<file path="config.mk">
export PLATFORM = sky130hd
export DESIGN_NAME = multicycle_sequencer
export DESIGN_NICKNAME = d
export VERILOG_FILES = /design/src/rtl/multicycle_sequencer.sv
export SDC_FILE = /design/constraint.sdc
export NUM_CORES = 1
export LEC_CHECK = 0
export ABC_CLOCK_PERIOD_IN_PS = 2200
export CAP_MARGIN = 20
export CORE_MARGIN = 4
export CORE_UTILIZATION = 40
export CTS_CLUSTER_SIZE = 24
export DETAILED_ROUTE_END_ITERATION = 8
export PLACE_DENSITY = 0.65
export SLEW_MARGIN = 15
export SYNTH_ARGS = -nofsm -noshare
export SYNTH_HDL_FRONTEND = slang
export SYNTH_SLANG_ARGS = --single-unit
</file>
<file path="constraint.sdc">
create_clock -name Clock -period 2.2 [get_ports Clock]
set_clock_uncertainty 0.2 [all_clocks]
set_input_delay 0.66 -clock Clock [delete_from_list [all_inputs] [get_ports Clock]]
set_output_delay 0.66 -clock Clock [all_outputs]
set_load 0.005 [all_outputs]
</file>
<file path="src/rtl/multicycle_sequencer.sv">
// Purpose: multi-cycle FETCH/DECODE/EXEC/MEM/WB control FSM for the 16-bit CPU, with illegal-opcode and bus-timeout traps.
// Latency: with zero-wait memories, R/I-type 4 cycles, LW 5, SW 4, BEQ 3 (FETCH entry to next FETCH entry).
// Backpressure: FETCH and MEM hold their request until InstrReady/DataReady; after WAIT_MAX wait cycles the FSM traps with BusError.
//
// Ports:
//   Clock, Reset           rising-edge clock, asynchronous active-high reset
//   Run                    starts fetching; only looked at in IDLE
//   OPCode                 IR[15:12], captured in DECODE
//   Zero                   ALU zero flag, used by BEQ in EXEC
//   InstrReady, DataReady  memory completion strobes
//   InstrRead, IRWrite, PCWrite        fetch-side controls
//   RegDst, ALUSrc, MemToReg, RegWrite, MemRead, MemWrite, Branch, ALUOp  datapath controls
//   Illegal, BusError      sticky trap flags
//   Retired                retired-instruction counter (wraps)
module multicycle_sequencer #(
  parameter int unsigned WAIT_MAX = 15,
  parameter int unsigned CNT_W    = 16
) (
  input  logic             Clock,
  input  logic             Reset,
  input  logic             Run,
  input  logic [3:0]       OPCode,
  input  logic             Zero,
  input  logic             InstrReady,
  input  logic             DataReady,
  output logic             InstrRead,
  output logic             IRWrite,
  output logic             PCWrite,
  output logic             RegDst,
  output logic             ALUSrc,
  output logic             MemToReg,
  output logic             RegWrite,
  output logic             MemRead,
  output logic             MemWrite,
  output logic             Branch,
  output logic [1:0]       ALUOp,
  output logic             Illegal,
  output logic             BusError,
  output logic [CNT_W-1:0] Retired
);

  localparam logic [2:0] IDLE   = 3'd0;
  localparam logic [2:0] FETCH  = 3'd1;
  localparam logic [2:0] DECODE = 3'd2;
  localparam logic [2:0] EXEC   = 3'd3;
  localparam logic [2:0] MEM    = 3'd4;
  localparam logic [2:0] WB     = 3'd5;
  localparam logic [2:0] TRAP   = 3'd6;

  localparam logic [7:0] WAIT_LIMIT = 8'(WAIT_MAX);

  logic [2:0] state;
  logic [2:0] nextState;
  logic [3:0] opReg;
  logic [7:0] waitCnt;

  logic waiting;
  logic readyNow;
  logic busTimeout;
  logic retire;

  function automatic logic isRType(input logic [3:0] op);
    return op inside {4'b0000, 4'b0001, 4'b0010};
  endfunction

  function automatic logic isIType(input logic [3:0] op);
    return op inside {4'b1001, 4'b1010, 4'b1011};
  endfunction

  function automatic logic isLoad(input logic [3:0] op);
    return op == 4'b1100;
  endfunction

  function automatic logic isStore(input logic [3:0] op);
    return op == 4'b1101;
  endfunction

  function automatic logic isBranch(input logic [3:0] op);
    return op == 4'b1111;
  endfunction

  function automatic logic isLegal(input logic [3:0] op);
    return isRType(op) || isIType(op) || isLoad(op) || isStore(op) || isBranch(op);
  endfunction

  // The wait counter holds the number of Ready-low cycles seen so far in
  // this FETCH/MEM visit. A timeout fires only when the count already equals
  // WAIT_MAX and Ready is still low, so a Ready in that same cycle completes.
  assign waiting    = (state == FETCH) || (state == MEM);
  assign readyNow   = (state == FETCH) ? InstrReady : DataReady;
  assign busTimeout = waiting && !readyNow && (waitCnt >= WAIT_LIMIT);

  assign retire = ((state == EXEC) && isBranch(opReg)) ||
                  ((state == MEM) && isStore(opReg) && DataReady) ||
                  (state == WB);

  always_comb begin
    nextState = state;
    case (state)
      IDLE:   if (Run) nextState = FETCH;
      FETCH: begin
        if (InstrReady)      nextState = DECODE;
        else if (busTimeout) nextState = TRAP;
      end
      DECODE: nextState = isLegal(OPCode) ? EXEC : TRAP;
      EXEC: begin
        if (isRType(opReg) || isIType(opReg))     nextState = WB;
        else if (isLoad(opReg) || isStore(opReg)) nextState = MEM;
        else if (isBranch(opReg))                 nextState = FETCH;
        else                                      nextState = TRAP;
      end
      MEM: begin
        if (DataReady)       nextState = isLoad(opReg) ? WB : FETCH;
        else if (busTimeout) nextState = TRAP;
      end
      WB:     nextState = FETCH;
      TRAP:   nextState = TRAP;
      default: nextState = IDLE;
    endcase
  end

  always_comb begin
    InstrRead = 1'b0;
    IRWrite   = 1'b0;
    PCWrite   = 1'b0;
    RegDst    = 1'b0;
    ALUSrc    = 1'b0;
    MemToReg  = 1'b0;
    RegWrite  = 1'b0;
    MemRead   = 1'b0;
    MemWrite  = 1'b0;
    Branch    = 1'b0;
    ALUOp     = 2'b00;
    case (state)
      FETCH: begin
        InstrRead = 1'b1;
        // Branch stays 0 here, so the PC mux takes PC+2.
        IRWrite   = InstrReady;
        PCWrite   = InstrReady;
      end
      EXEC: begin
        if (isRType(opReg)) begin
          RegDst = 1'b1;
          ALUOp  = 2'b10;
        end else if (isIType(opReg)) begin
          ALUSrc = 1'b1;
          ALUOp  = 2'b11;
        end else if (isLoad(opReg) || isStore(opReg)) begin
          ALUSrc = 1'b1;
          ALUOp  = 2'b00;
        end else if (isBranch(opReg)) begin
          ALUOp   = 2'b01;
          Branch  = 1'b1;
          PCWrite = Zero;
        end
      end
      MEM: begin
        // Address operand stays selected for the whole access.
        ALUSrc   = 1'b1;
        MemRead  = isLoad(opReg);
        MemWrite = isStore(opReg);
      end
      WB: begin
        RegWrite = 1'b1;
        RegDst   = isRType(opReg);
        MemToReg = isLoad(opReg);
        ALUSrc   = isIType(opReg) || isLoad(opReg);
      end
      default: ;
    endcase
  end

  always_ff @(posedge Clock or posedge Reset) begin
    if (Reset) begin
      state    <= IDLE;
      opReg    <= 4'b0000;
      waitCnt  <= 8'd0;
      Illegal  <= 1'b0;
      BusError <= 1'b0;
      Retired  <= '0;
    end else begin
      state <= nextState;

      if (state == DECODE) begin
        opReg <= OPCode;
        if (!isLegal(OPCode)) Illegal <= 1'b1;
      end

      if (busTimeout) BusError <= 1'b1;

      if ((nextState != state) && ((nextState == FETCH) || (nextState == MEM)))
        waitCnt <= 8'd0;
      else if (waiting && !readyNow && !busTimeout)
        waitCnt <= waitCnt + 8'd1;

      if (retire) Retired <= Retired + {{(CNT_W-1){1'b0}}, 1'b1};
    end
  end

endmodule

</file>
# == Word level (Yosys, flattened, before mapping) ==
# Index checks and enable logic that the tools add are counted.
# totals
reg_bits,33
inputBits,10
out_inout_bits,30
elab_cells,104
# op_classes
n_addsub,2
magnitude_cmp,1
eq_ne,25
n_mux,40
n_bitwise,1
n_reduce_logical,29
# ops
cell,n
4-bit equality test (second input constant),12
3-bit 2-to-1 mux,9
1-bit 2-to-1 mux,22
3-bit case mux with 7 select lines,1
16-bit by 1-bit adder with 16-bit output (second input constant),1
8-bit 2-to-1 mux,2
3-bit equality test (second input constant),4
3-bit nonzero test,4
1-bit logical OR,11
8-bit by 1-bit adder with 8-bit output (second input constant),1
4-bit by 1-bit equality test with 1-bit output (second input constant),2
4-bit by 2-bit equality test with 1-bit output (second input constant),2
8-bit by 4-bit >= comparator with 1-bit output (second input constant),1
4-bit zero test,2
1-bit logical AND,7
3-bit by 1-bit equality test with 1-bit output (second input constant),2
3-bit by 2-bit equality test with 1-bit output (second input constant),2
2-bit 2-to-1 mux,3
1-bit case mux with 2 select lines,2
3-bit zero test,1
3-bit inequality test,1
1-bit case mux with 3 select lines,1
1-bit zero test,2
2-bit AND reduction,1
other kinds (2),2

# == Depth between registers and ports, before layout ==
# Gate-level depths: netlist of the first run.
# logic_depth
depth_word,12
depth_mapped,8
mapped_depth_nobuf,7

# == Worst setup path before layout of the first run ==
# Ideal clock, no wire load.
# synth_path
kind,input to register
startpoint,input port OPCode[0]
endpoint,register waitCnt[0]
setup_ns,0.126
t_arrival_ns,2.151
t_required_ns,1.874
path_slack_ns,-0.277
path_stages,7
n_path_buf,1
cell_sequence,or4b_1 > o211ai_2 > o32ai_1 > a21o_1 > nand2b_4 > buf_6 > o311a_1
# synth_via
elab_chain_cells,12
word_cells_on_any_way,24
classes_between,eq/ne (11); mux (3); reduce/logical (10)
# synth_lines
item,line_no,rtl
"start, declared",22,"input logic [3:0] OPCode,"
4-bit by 1-bit equality test with 1-bit output (tied with other cells),63,"return op inside {4'b0000, 4'b0001, 4'b0010};"
3-bit nonzero test (on tied branches),"63, 67",
1-bit logical OR (3 in series),83,return isRType(op) || isIType(op) || isLoad(op) || isStore(op) || isBranch(op);
1-bit logical OR (*),83,
3-bit 2-to-1 mux (*),105,DECODE: nextState = isLegal(OPCode) ? EXEC : TRAP;
3-bit case mux with 7 select lines (*),99,case (state)
net nextState[0],53,logic [2:0] nextState;
3-bit by 1-bit equality test with 1-bit output or 3-bit equality test (tied branches),191,if ((nextState != state) && ((nextState == FETCH) || (nextState == MEM)))
1-bit logical OR,191,
1-bit logical AND (*),191,
8-bit 2-to-1 mux or 2-bit nonzero test (tied branches),--,
"end signal, assigned",194,waitCnt <= waitCnt + 8'd1;
"end, declared",55,logic [7:0] waitCnt;
# The timed path passes the listed nets; every way through them passes the cells marked *.
# A chain may end at the register's enable or synchronous reset.

# == Final worst setup path of the first run ==
# layout_path
startpoint,register state[2]
endpoint,register waitCnt[7]
# layout_via
elab_chain_cells,12
word_cells_on_any_way,26
classes_between,eq/ne (9); mux (7); reduce/logical (10)
# layout_lines
item,line_no,rtl
"start, declared",52,logic [2:0] state;
"start signal, assigned",182,state <= nextState;
3-bit by 1-bit equality test with 1-bit output,"89, 90, 99",
1-bit 2-to-1 mux,90,assign readyNow = (state == FETCH) ? InstrReady : DataReady;
1-bit zero test,"91, 193",
1-bit logical AND,"91, 193",
1-bit logical AND,91,assign busTimeout = waiting && !readyNow && (waitCnt >= WAIT_LIMIT);
3-bit 2-to-1 mux,"103, 114",
3-bit 2-to-1 mux (on tied branches),"113, 102",
3-bit case mux with 7 select lines,99,
3-bit by 1-bit equality test with 1-bit output or 3-bit equality test (tied branches),191,
1-bit logical OR,191,
1-bit logical AND,191,
8-bit 2-to-1 mux or 2-bit nonzero test (tied branches),--,
# Several ways; a longest one is shown, not always the timed one.

==> Implementation_results.wiki, run 1 <==
{| class="wikitable"
! Metric !! Value
|-
| Outcome || finished with violations
|-
| Violations in the final reports || setup timing
|-
| Hold violation total from the final report || 0
|-
| I/O pin cnt || 40
|-
| Starting DRT DRC Count || 115
|-
| Average via count per standard cell || 5.293
|-
| Most instantiated flip-flop cell in the synthesis netlist || dfrtp_1
|-
| GRT Overall Usage || 18.64%
|-
| Peak clock frequency supported by timing || 427.9 MHz
|-
| Synth Cell Area || 1862 um2
|-
| Shortest clock period the worst path allows after layout || 2337 ps
|-
| Clock latency of the later-clocked register in the worst-skew pair || 280 ps
|-
| Post-layout total power || 3.610 mW
|-
| Number of different library cells in the post-synthesis netlist || 47
|-
| Chip Width || 76.23 um
|-
| Count of antenna diodes in the layout || 0
|-
| Num CTS Buffers || 5
|-
| DIE HEIGHT || 76.23 um
|-
| Detailed-route wire length per cell || 14.93 um
|-
| Final net count || 307
|-
| Data arrival at the endpoint of the critical path || 2290 ps
|-
| Startpoint of the most critical register-to-register path || state[2]
|-
| Fraction of post-synthesis cell area in the top cell type by area || 44.35%
|-
| Kind of path behind the tightest hold check || reg2reg
|-
| Total half-perimeter wirelength after legalization and detailed placement || 3223 um
|-
| Input/output buffers || 39
|-
| Pins Over Slew Limit || 0
|-
| Number of flops mapped to enable cells by yosys || 0
|-
| Util after Layout || 68.52%
|-
| Setup repair after global routing missed its margin || yes
|-
| Antenna violations before repair || 0
|-
| Crit end category || register
|-
| Max stage delay cell, worst path || or3b_4
|-
| Startpoint Class || register
|-
| DRC violation count after routing || 0
|-
| Slack of the critical path || -137.1 ps
|-
| Leakage || 1.489 nW
|-
| Top cells by area in the synthesized netlist || dfrtp_1 44%, xnor2_1 6.6%, nand2_1 5.8%
|-
| Critical R2R Capture || waitCnt[7]
|-
| Initial DRT Pass Iterations || 4
|-
| Setup CP Type || reg2reg
|-
| Tightest Pin Transition || 411.7 ps
|-
| Yosys Warn Count || 0
|-
| Post-synth ARST share || 100.0%
|-
| Net Count, Synth || 202
|-
| Worst setup path startpoint || state[2]
|-
| Final weighted congestion in routability-driven placement || 0.8482
|-
| Total detailed-routing wirelength || 5196 um
|-
| Peak VDD IR || 0.0007424 V
|-
| Minimum setup slack among reg-to-reg paths || -140 ps
|-
| CP endpoint || waitCnt[7]
|-
| # clock sinks || 33
|-
| Area delta synth->final || 63.58%
|-
| Cell Pwr Density || 1185 nW/um2
|-
| Clock Tree Root || clkbuf_8
|-
| Average footprint of a synthesized cell || 9.799 um2
|-
| FP Rows || 24
|-
| Sum of buffers and inverters on the critical path || 2
|-
| Post-route clock period utilization || 106.2%
|-
| Critical path required time || 2160 ps
|-
| Clock tree from TritonCTS || yes
|-
| Sequential element share of the synthesized area || 44.35%
|-
| Via total after detailed routing || 1842
|-
| Share of cells above drive strength 1 || 46.96%
|-
| Area of the die || 5810 um2
|-
| Worst path top cell family by delay || compound AO/OA/AOI/OAI gates
|-
| Pre-CTS setup slack || -628.1 ps
|-
| First-pass GRT wire length || 8949 um
|-
| Cells after synthesis || 190
|-
| Number of flip-flops and latches in the synthesized netlist || 33
|-
| Series of cell instances along the critical path || buf_6, buf_8, or3b_4, a221oi_4, o22ai_2, and2_4, o311a_1
|-
| Clock buffer depth || 2
|-
| Maximum fanout along the worst path || 6
|-
| Cell type contributing the most total cell area after synthesis || dfrtp_1
|-
| Setup violations, final || 16
|-
| Number of levels in the clock H-tree || 2
|-
| Number of logic stages on the critical path including buffering || 7
|-
| Slowest stage delay, CP || 420 ps
|-
| Area inside the core boundary || 4444 um2
|-
| Overall overflow remaining after global route || 0
|-
| Starting utilization of the core area || 41.89%
|-
| Largest net degree at the start of global routing || 34
|-
| Routed Antenna Nets || 0
|-
| Vias in the first global route || 1904
|-
| CTS clock-pin slew for the worst setup and hold paths || 70 ps
|-
| Max_slew headroom || 72.56%
|-
| Worst r2r path cells || 7
|-
| Max Cap Viol || 0
|}
## layout by cell type (no fill, tap or decap), drive strengths merged, types with 3 or more instances in the layout
| cell type | instances |
|---|---|
| clkdlybuf4s15 | 3 |
| clkbuf | 6 |
| nand2b | 3 |
| a21o | 3 |
| buf | 82 |
| and3 | 6 |
| o21ai | 6 |
| o311a | 8 |
| nand2 | 29 |
| xnor2 | 14 |
| clkinv | 3 |
| o22ai | 3 |
| a21oi | 5 |
| nand3 | 6 |
| dfrtp | 33 |
| xor2 | 5 |
| clkdlybuf4s50 | 21 |
| nor2 | 11 |
| inv | 5 |
| nand4 | 9 |
## report_power, final
part	internal (mW)	switching (mW)
registers	0.747	0.170
clock network	0.219	0.213
logic	1.27	0.996
total	2.23	1.38
## worst min path at each step
stage                     startpoint  endpoint  cells after the start
final                        Illegal   Illegal                      1
after global routing         Illegal   Illegal                      1
after CTS                    Illegal   Illegal                      1
after detailed placement     Illegal   Illegal                      1
after global placement       Illegal   Illegal                      1
after floorplan              Illegal   Illegal                      1
## through the flow
step,hold slack [ps],instances,setup TNS [ps],area (um2)
2_1_floorplan,251.0,190,-1770,1862
3_3_place_gp,242.5,310,-11160,2564
3_5_place_dp,249.0,310,-11440,2564
4_1_cts,265.3,339,-1147,2925
5_1_grt,273.5,348,-3102,3045
6_report,259.0,348,-1586,3045
## cells by family after synthesis
group                      Yosys count  share of synthesized area, %
muxes                                2                         1.210
xor gates and xnor gates            19                         8.938
adders and majority gates            3                         1.882
and+or+nand+nor                     82                         24.73
buffers and inverters               16                         4.368
AOI/OAI and AO/OA                   35                         14.52
DFF                                 33                         44.35
## what timing repair did
action                     in CTS  in global routing
gates cloned                    1                  0
setup endpoints to repair      24                 30
hold buffers                    0                  0
buffers inserted               22                 11
pin swaps                      27                 16
gates resized for setup       113                 21
## synthesized netlist by cell type (all sizes together), types with 3 or more instances
| library cell | instances |
|---|---|
| o21ai | 6 |
| nand4 | 9 |
| a21o | 3 |
| nand3 | 6 |
| nand2b | 3 |
| o311a | 8 |
| dfrtp | 33 |
| xor2 | 5 |
| buf | 8 |
| xnor2 | 14 |
| o22ai | 3 |
| inv | 5 |
| nor2 | 11 |
| a21oi | 5 |
| nand2 | 29 |
| and3 | 6 |
## cell type report
type                       instances  area [um2]
fill                             356        1399
sequential                        33       832.0
inverter                           6       32.53
timing repair buffer             107       908.4
multi-input combinational        142        1125
tap                               52       65.06
clock inverter                     2       10.01
clock buffer                       6       72.57
## flip-flops by register name, summed over array words and instances, names as in the netlist
register,count
Illegal,1
waitCnt,8
state,3
BusError,1
opReg,4
Retired,16
## layer usage
| layer | GRT usage [%] | routed length, um |
|---|---|---|
| met3 | 5.083 | 252 |
| met5 | 0 | 0 |
| met2 | 31.02 | 2557 |
| met4 | 7.246 | 129 |
| met1 | 22.93 | 2256 |
Power figures use the tool's default switching activity.
==> run 2: changes to the inputs <==
==> constraint.sdc (replaced) <==
create_clock -name Clock -period 2.2 [get_ports Clock]
set_clock_uncertainty 0.2 [all_clocks]
set_input_delay 0.22 -clock Clock [delete_from_list [all_inputs] [get_ports Clock]]
set_output_delay 0.22 -clock Clock [all_outputs]
set_load 0.005 [all_outputs]
==> run 2 against run 1 <==
The run still ends with setup timing left; sequential share of layout area is 2.7 points higher; die area stayed put; core utilization down 6.5 points; critical path type unchanged; largest cell class unchanged.
==> Implementation_results.wiki, run 2 (same netlist as run 1, synthesis figures left out) <==
{| class="wikitable"
! Metric !! Value
|-
| Maximum fanout along the worst path || 5 (-1)
|-
| Area delta synth->final || 48.05%
|-
| Input/output buffers || 39 (unchanged)
|-
| Via total after detailed routing || 1671 (-9.3%)
|-
| Switching power share of the total || 38.15% (-0.042 points)
|-
| Average via count per standard cell || 5.305 (+0.22%)
|-
| DRC violation count after routing || 0 (unchanged)
|-
| Slack of the critical path || -24.05 ps (+113.1 ps)
|-
| Largest Register || Retired
|-
| # clock sinks || 33 (unchanged)
|-
| Starting DRT DRC Count || 87 (-24%)
|-
| Post-route cell area || 2756 um2 (-9.5%)
|-
| Shortest clock period the worst path allows after layout || 2224 ps (-113.1 ps)
|-
| Peak clock frequency supported by timing || 449.6 MHz (+5.1%)
|-
| Setup CP Type || reg2reg
|-
| Post-route clock period utilization || 101.1% (-5.1 points)
|-
| Routed Antenna Nets || 0 (unchanged)
|-
| Total detailed-routing wirelength || 4504 um (-13%)
|-
| Starting utilization of the core area || 41.89% (unchanged)
|-
| FP Rows || 24 (unchanged)
|-
| NetSw || 1.171 mW (-15%)
|-
| Hold violation total from the final report || 0 (unchanged)
|-
| Registers with the most flip-flops || Retired x16, waitCnt x8, opReg x4
|-
| Worst setup path startpoint || state[2]
|-
| Data arrival at the endpoint of the critical path || 2190 ps (-100 ps)
|-
| Clock latency of the later-clocked register in the worst-skew pair || 280 ps (about the same)
|-
| Cell Area, Placed || 2451 um2 (-4.4%)
|-
| Commonest cells after routing, fill and taps aside || 31 x dfrtp_1, 31 x buf_4, 30 x clkdlybuf4s50_1
|-
| CTS clock-pin slew for the worst setup and hold paths || 70 ps (about the same)
|-
| I/O pin cnt || 40 (unchanged)
|-
| Outcome || finished with violations
|-
| Worst r2r path cells || 6 (-1)
|-
| DIE HEIGHT || 76.23 um (unchanged)
|-
| Internal Pwr Total || 1.898 mW (-15%)
|-
| Num CTS Buffers || 5 (unchanged)
|-
| Tightest Pin Transition || 403.9 ps (-7.708 ps)
|-
| Sequential fraction of design power || 28.6% (+3.2 points)
|-
| Hold-fix buffer count after cts || 0 (unchanged)
|-
| First-pass GRT wire length || 7569 um (-15%)
|-
| Number of levels in the clock H-tree || 2 (unchanged)
|-
| Total half-perimeter wirelength after legalization and detailed placement || 2947 um (-8.6%)
|-
| Startpoint of the most critical register-to-register path || state[2]
|-
| Clock Tree Root || clkbuf_8
|-
| GRT Overall Usage || 15.80% (-2.8 points)
|-
| Count of antenna diodes in the layout || 0 (unchanged)
|-
| Pins Over Slew Limit || 0 (unchanged)
|-
| Setup repair after global routing missed its margin || yes
|-
| Share of cells above drive strength 1 || 28.14% (-19 points)
|-
| Area of the die || 5810 um2 (unchanged)
|-
| Peak VDD IR || 0.0005739 V (-23%)
|-
| Critical R2R Capture || waitCnt[1]
|-
| Antenna violations before repair || 0 (unchanged)
|-
| Vias in the first global route || 1602 (-16%)
|-
| Flip-flop count of the largest register, all copies and words added || 16 (unchanged)
|-
| Placed Cells || 295 (-4.8%)
|-
| Leakage || 1.349 nW (-9.4%)
|-
| Clock buffer depth || 2 (unchanged)
|-
| Startpoint Class || register
|-
| Minimum setup slack among reg-to-reg paths || -20 ps (+110 ps)
|-
| Final net count || 275 (-10%)
|-
| Setup violations, final || 5 (-11)
|-
| Crit end category || register
|-
| Final weighted congestion in routability-driven placement || 0.8534 (+0.61%)
|-
| Max_slew headroom || 73.07% (+0.51 points)
|-
| Initial DRT Pass Iterations || 4 (unchanged)
|-
| Overall overflow remaining after global route || 0 (unchanged)
|-
| Max Cap Viol || 0 (unchanged)
|-
| Final total negative setup slack || -83.95 ps (+1502 ps)
|-
| Part of the total power dissipated in combinational logic || 56.7% (-5.9 points)
|-
| Area inside the core boundary || 4444 um2 (unchanged)
|-
| Critical path required time || 2160 ps (about the same)
|-
| Chip Width || 76.23 um (unchanged)
|-
| Violations in the final reports || setup timing
|-
| Post-route non-filler standard cell count || 315 (-9.5%)
|-
| Cell Pwr Density || 1113 nW/um2 (-6.1%)
|-
| Detailed-route wire length per cell || 14.30 um (-4.2%)
|-
| Largest net degree at the start of global routing || 34 (unchanged)
|-
| Kind of path behind the tightest hold check || in2async
|-
| Clock tree from TritonCTS || yes
|-
| Fill count || 370 (+3.9%)
|-
| CP endpoint || waitCnt[1]
|-
| Clock group share of total power || 14.7% (+2.7 points)
|}
## run 2: cell count changes in the layout (fill, tap and decap cells not counted), sizes merged, moves of 3 or more
| cell | delta |
|---|---|
| buf | -47 |
| clkdlybuf4s15 | -3 |
| clkdlybuf4s50 | +9 |
| clkinv | -3 |
| dlygate4sd2 | +3 |
| dlymetal6s2s | +5 |
## run 2: per-layer routing
layer	vias up	GRT usage, %	share of wire, %
met4	0	7.065	1.2
met2	58	24.60	46
met1	782	20.95	48
met3	5	3.546	4.9
li1	826	-	-
met5	-	0	0
## run 2: worst max-delay path, cell delays in order (launching register included)
cell	delay, ps
dfrtp_2	410
buf_4	130
or3b_4	390
a221oi_2	320
o22ai_2	140
and2_2	230
o311a_1	290
## run 2: how the worst min path moves through the flow
stage                     slack, ps       from         end  depth (start not counted)
final                           120      Reset  waitCnt[4]                          3
after global routing            170      Reset  Retired[5]                          3
after CTS                       130      Reset  Retired[5]                          3
after detailed placement        250    Illegal     Illegal                          1
after global placement          240    Illegal     Illegal                          1
after floorplan                 130  OPCode[0]    opReg[0]                          2
## run 2: per-stage QoR
stage               setup WS (ps)  utilization, %  hold slack, ps  total power [mW]
floorplan                   63.21               -           125.4             1.762
global placement           -182.7           55.15           240.6             2.304
detailed placement         -211.5           55.15           251.4             2.311
CTS                        -27.30           58.50           128.8             2.867
global route               -184.5           62.02           171.3             3.290
finish                     -24.05           62.02           124.3             3.069
## run 2: layout make-up
cell class | count | area, um2 | area share, %
flip-flops and latches | 33 | 828.3 | 30.05
clock buffers | 7 | 86.33 | 3.132
inverters | 6 | 25.02 | 0.9079
repair buffers | 75 | 709.4 | 25.74
well taps | 52 | 65.06 | 2.360
multi-input cells | 142 | 1042 | 37.81
## run 2: what timing repair did
action,CTS,global route
cloned,0,2
pin swaps,1,5
gates resized for setup,14,25
setup endpoints to repair,11,20
setup buffers,6,5
## run 2: power by group through the flow
stage,Clock [mW],Sequential [mW],Combinational (mW)
finish,0.451,0.879,1.74
floorplan,0,0.839,0.922
global route,0.498,0.899,1.89
detailed placement,0,0.895,1.42
global placement,0,0.893,1.41
CTS,0.469,0.874,1.52
==> run 3: changes to the inputs <==
--- a/config.mk
+++ b/config.mk
@@ -7,7 +7,6 @@
 export LEC_CHECK = 0
 export ABC_CLOCK_PERIOD_IN_PS = 2200
 export CAP_MARGIN = 20
-export CORE_MARGIN = 4
 export CORE_UTILIZATION = 40
 export CTS_CLUSTER_SIZE = 24
 export DETAILED_ROUTE_END_ITERATION = 8
==> run 3 against run 2 <==
The flow now finishes without violations; die area shrank 15%; largest power group unchanged; critical path depth is the same; via count grew 1.4%; flip-flop and latch count is the same; critical path type unchanged; non-clock buffer count shrank 3; worst hold slack lost 4.2 ps; power shrank 1.0%; sequential share of layout area grew 0.27 points.
==> Implementation_results.wiki, run 3 (same netlist as run 1, synthesis figures left out) <==
{| class="wikitable"
! Metric !! Value
|-
| Internal Pwr Total || 1.840 mW (-3.1%)
|-
| Leakage || 1.343 nW (-0.42%)
|-
| Worst r2r path cells || 6 (unchanged)
|-
| Vias in the first global route || 1573 (-1.8%)
|-
| CP endpoint || waitCnt[3]
|-
| Area of the die || 4932 um2 (-15%)
|-
| Commonest cells after routing, fill and taps aside || 32 x clkdlybuf4s50_1, 31 x buf_4, 30 x dfrtp_1
|-
| Critical R2R Capture || waitCnt[3]
|-
| Minimum setup slack among reg-to-reg paths || 7 ps (+30 ps)
|-
| Max_slew headroom || 73.06% (about the same)
|-
| Clock group share of total power || 15.1% (+0.4 points)
|-
| Setup CP Type || reg2reg
|-
| Outcome || completed
|-
| FP Rows || 24 (unchanged)
|-
| Setup violations, final || 0 (-5)
|-
| First-pass GRT wire length || 7265 um (-4.0%)
|-
| Most frequent standard cell in the layout excluding fill and tap cells || clkdlybuf4s50_1
|-
| Clock tree from TritonCTS || yes
|-
| Area delta synth->final || 46.98%
|-
| Detailed-route wire length per cell || 14.49 um (+1.3%)
|-
| Number of levels in the clock H-tree || 2 (unchanged)
|-
| Total detailed-routing wirelength || 4520 um (+0.36%)
|-
| DIE HEIGHT || 70.23 um (-7.9%)
|-
| I/O pin cnt || 40 (unchanged)
|-
| Starting utilization of the core area || 42.18% (+0.28 points)
|-
| Crit end category || register
|-
| Final weighted congestion in routability-driven placement || 0.7797 (-8.6%)
|-
| Routed Antenna Nets || 0 (unchanged)
|-
| Fraction of met1 tracks used by global routing || 23.35% (+2.4 points)
|-
| Startpoint Class || register
|-
| Via total after detailed routing || 1694 (+1.4%)
|-
| Part of the total power dissipated in combinational logic || 55.7% (-1.0 points)
|-
| Overall overflow remaining after global route || 0 (unchanged)
|-
| GRT met3 Usage || 4.185% (+0.64 points)
|-
| Final hold slack || 120.2 ps (-4.167 ps)
|-
| Input/output buffers || 39 (unchanged)
|-
| Maximum fanout along the worst path || 5 (unchanged)
|-
| GRT Overall Usage || 18.78% (+3.0 points)
|-
| Clock buffer depth || 2 (unchanged)
|-
| Post-route clock period utilization || 99.67% (-1.4 points)
|-
| Clock latency of the later-clocked register in the worst-skew pair || 280 ps (about the same)
|-
| Largest Register || Retired
|-
| Max Cap Viol || 0 (unchanged)
|-
| Sequential fraction of design power || 29.2% (+0.6 points)
|-
| Flip-flop count of the largest register, all copies and words added || 16 (unchanged)
|-
| Antenna violations before repair || 0 (unchanged)
|-
| NetSw || 1.198 mW (+2.3%)
|-
| Share of cells above drive strength 1 || 29.23% (+1.1 points)
|-
| Pins Over Slew Limit || 0 (unchanged)
|-
| Count of antenna diodes in the layout || 0 (unchanged)
|-
| Final total negative setup slack || 0 ps (+83.95 ps)
|-
| Num CTS Buffers || 5 (unchanged)
|-
| Starting DRT DRC Count || 113 (+30%)
|-
| Switching power share of the total || 39.43% (+1.3 points)
|-
| Critical path required time || 2160 ps (about the same)
|-
| Peak clock frequency supported by timing || 456.1 MHz (+1.4%)
|-
| Startpoint of the most critical register-to-register path || state[0]
|-
| Most utilized layer in the global route result || met2
|-
| Kind of path behind the tightest hold check || in2async
|-
| Peak VDD IR || 0.0006685 V (+16%)
|-
| Registers with the most flip-flops || Retired x16, waitCnt x8, opReg x4
|-
| Area inside the core boundary || 4414 um2 (-0.68%)
|-
| Shortest clock period the worst path allows after layout || 2193 ps (-31.39 ps)
|-
| Worst setup path startpoint || state[0]
|-
| Average via count per standard cell || 5.429 (+2.4%)
|-
| Chip Width || 70.23 um (-7.9%)
|-
| Clock Tree Root || clkbuf_8
|-
| Tightest Pin Transition || 404.0 ps (+0.07844 ps)
|-
| Hold violation total from the final report || 0 (unchanged)
|-
| Hold-fix buffer count after cts || 0 (unchanged)
|-
| Post-layout total power || 3.038 mW (-1.0%)
|-
| Total half-perimeter wirelength after legalization and detailed placement || 2907 um (-1.4%)
|-
| DRC violation count after routing || 0 (unchanged)
|-
| Met2 usage in global routing || 31.32% (+6.7 points)
|-
| Data arrival at the endpoint of the critical path || 2160 ps (-30 ps)
|-
| Largest net degree at the start of global routing || 34 (unchanged)
|-
| Setup repair after global routing missed its margin || yes
|-
| Initial DRT Pass Iterations || 5 (+1)
|-
| # clock sinks || 33 (unchanged)
|-
| Final net count || 272 (-1.1%)
|-
| CTS clock-pin slew for the worst setup and hold paths || 70 ps (about the same)
|-
| Cell Pwr Density || 1110 nW/um2 (-0.29%)
|}
[run 3: layer usage]
metal / share of wire, % / wire (um)
met1: 46 / 2071
met2: 47 / 2143
met4: 1.5 / 70
met3: 5.2 / 235
met5: 0 / 0
[run 3: per-stage QoR]
stage	worst slack [ps]	util [%]	instances	instance area, um2
final	7.343	61.99	312	2736
after global routing	-52.31	61.99	312	2736
after CTS	-23.72	59.47	307	2625
after detailed placement	-217.8	55.58	297	2454
after global placement	-186.8	55.58	297	2454
after floorplan	63.21	-	190	1862
[run 3: critical path: stages (launching register included)]
cell and delay [ps]:
dfrtp_1 410, buf_6 120, or3b_4 430, a221oi_4 320, o22ai_2 130, and2_4 180, o311a_1 290
[run 3: worst min path at each step]
| stage | startpoint | end | slack, ps | cells after the start |
|---|---|---|---|---|
| 2_1_floorplan | OPCode[0] | opReg[0] | 130 | 2 |
| 3_3_place_gp | Illegal | Illegal | 240 | 1 |
| 3_5_place_dp | Illegal | Illegal | 250 | 1 |
| 4_1_cts | Reset | Retired[15] | 130 | 3 |
| 5_1_grt | Reset | waitCnt[5] | 160 | 3 |
| 6_report | Reset | Retired[7] | 120 | 3 |
[run 3: layout make-up]
class	count	area (um2)
Inverter	6	27.53
Timing Repair Buffer	72	651.9
Multi-Input combinational cell	142	1076
Clock buffer	7	86.33
Tap cell	52	65.06
Fill cell	374	1678
Sequential cell	33	829.5
[run 3: power groups by stage]
stage / clock, mW / sequential (mW) / combinational, mW
global placement: 0 / 0.896 / 1.38
floorplan: 0 / 0.839 / 0.922
CTS: 0.475 / 0.882 / 1.52
finish: 0.458 / 0.888 / 1.69
global route: 0.498 / 0.911 / 1.84
detailed placement: 0 / 0.894 / 1.40
[run 3: what timing repair did]
item / CTS / global route
resized for setup: 23 / 18
cloned: 0 / 1
buffers inserted: 3 / 4
pin swaps: 3 / 4
endpoints found under the setup margin: 13 / 16
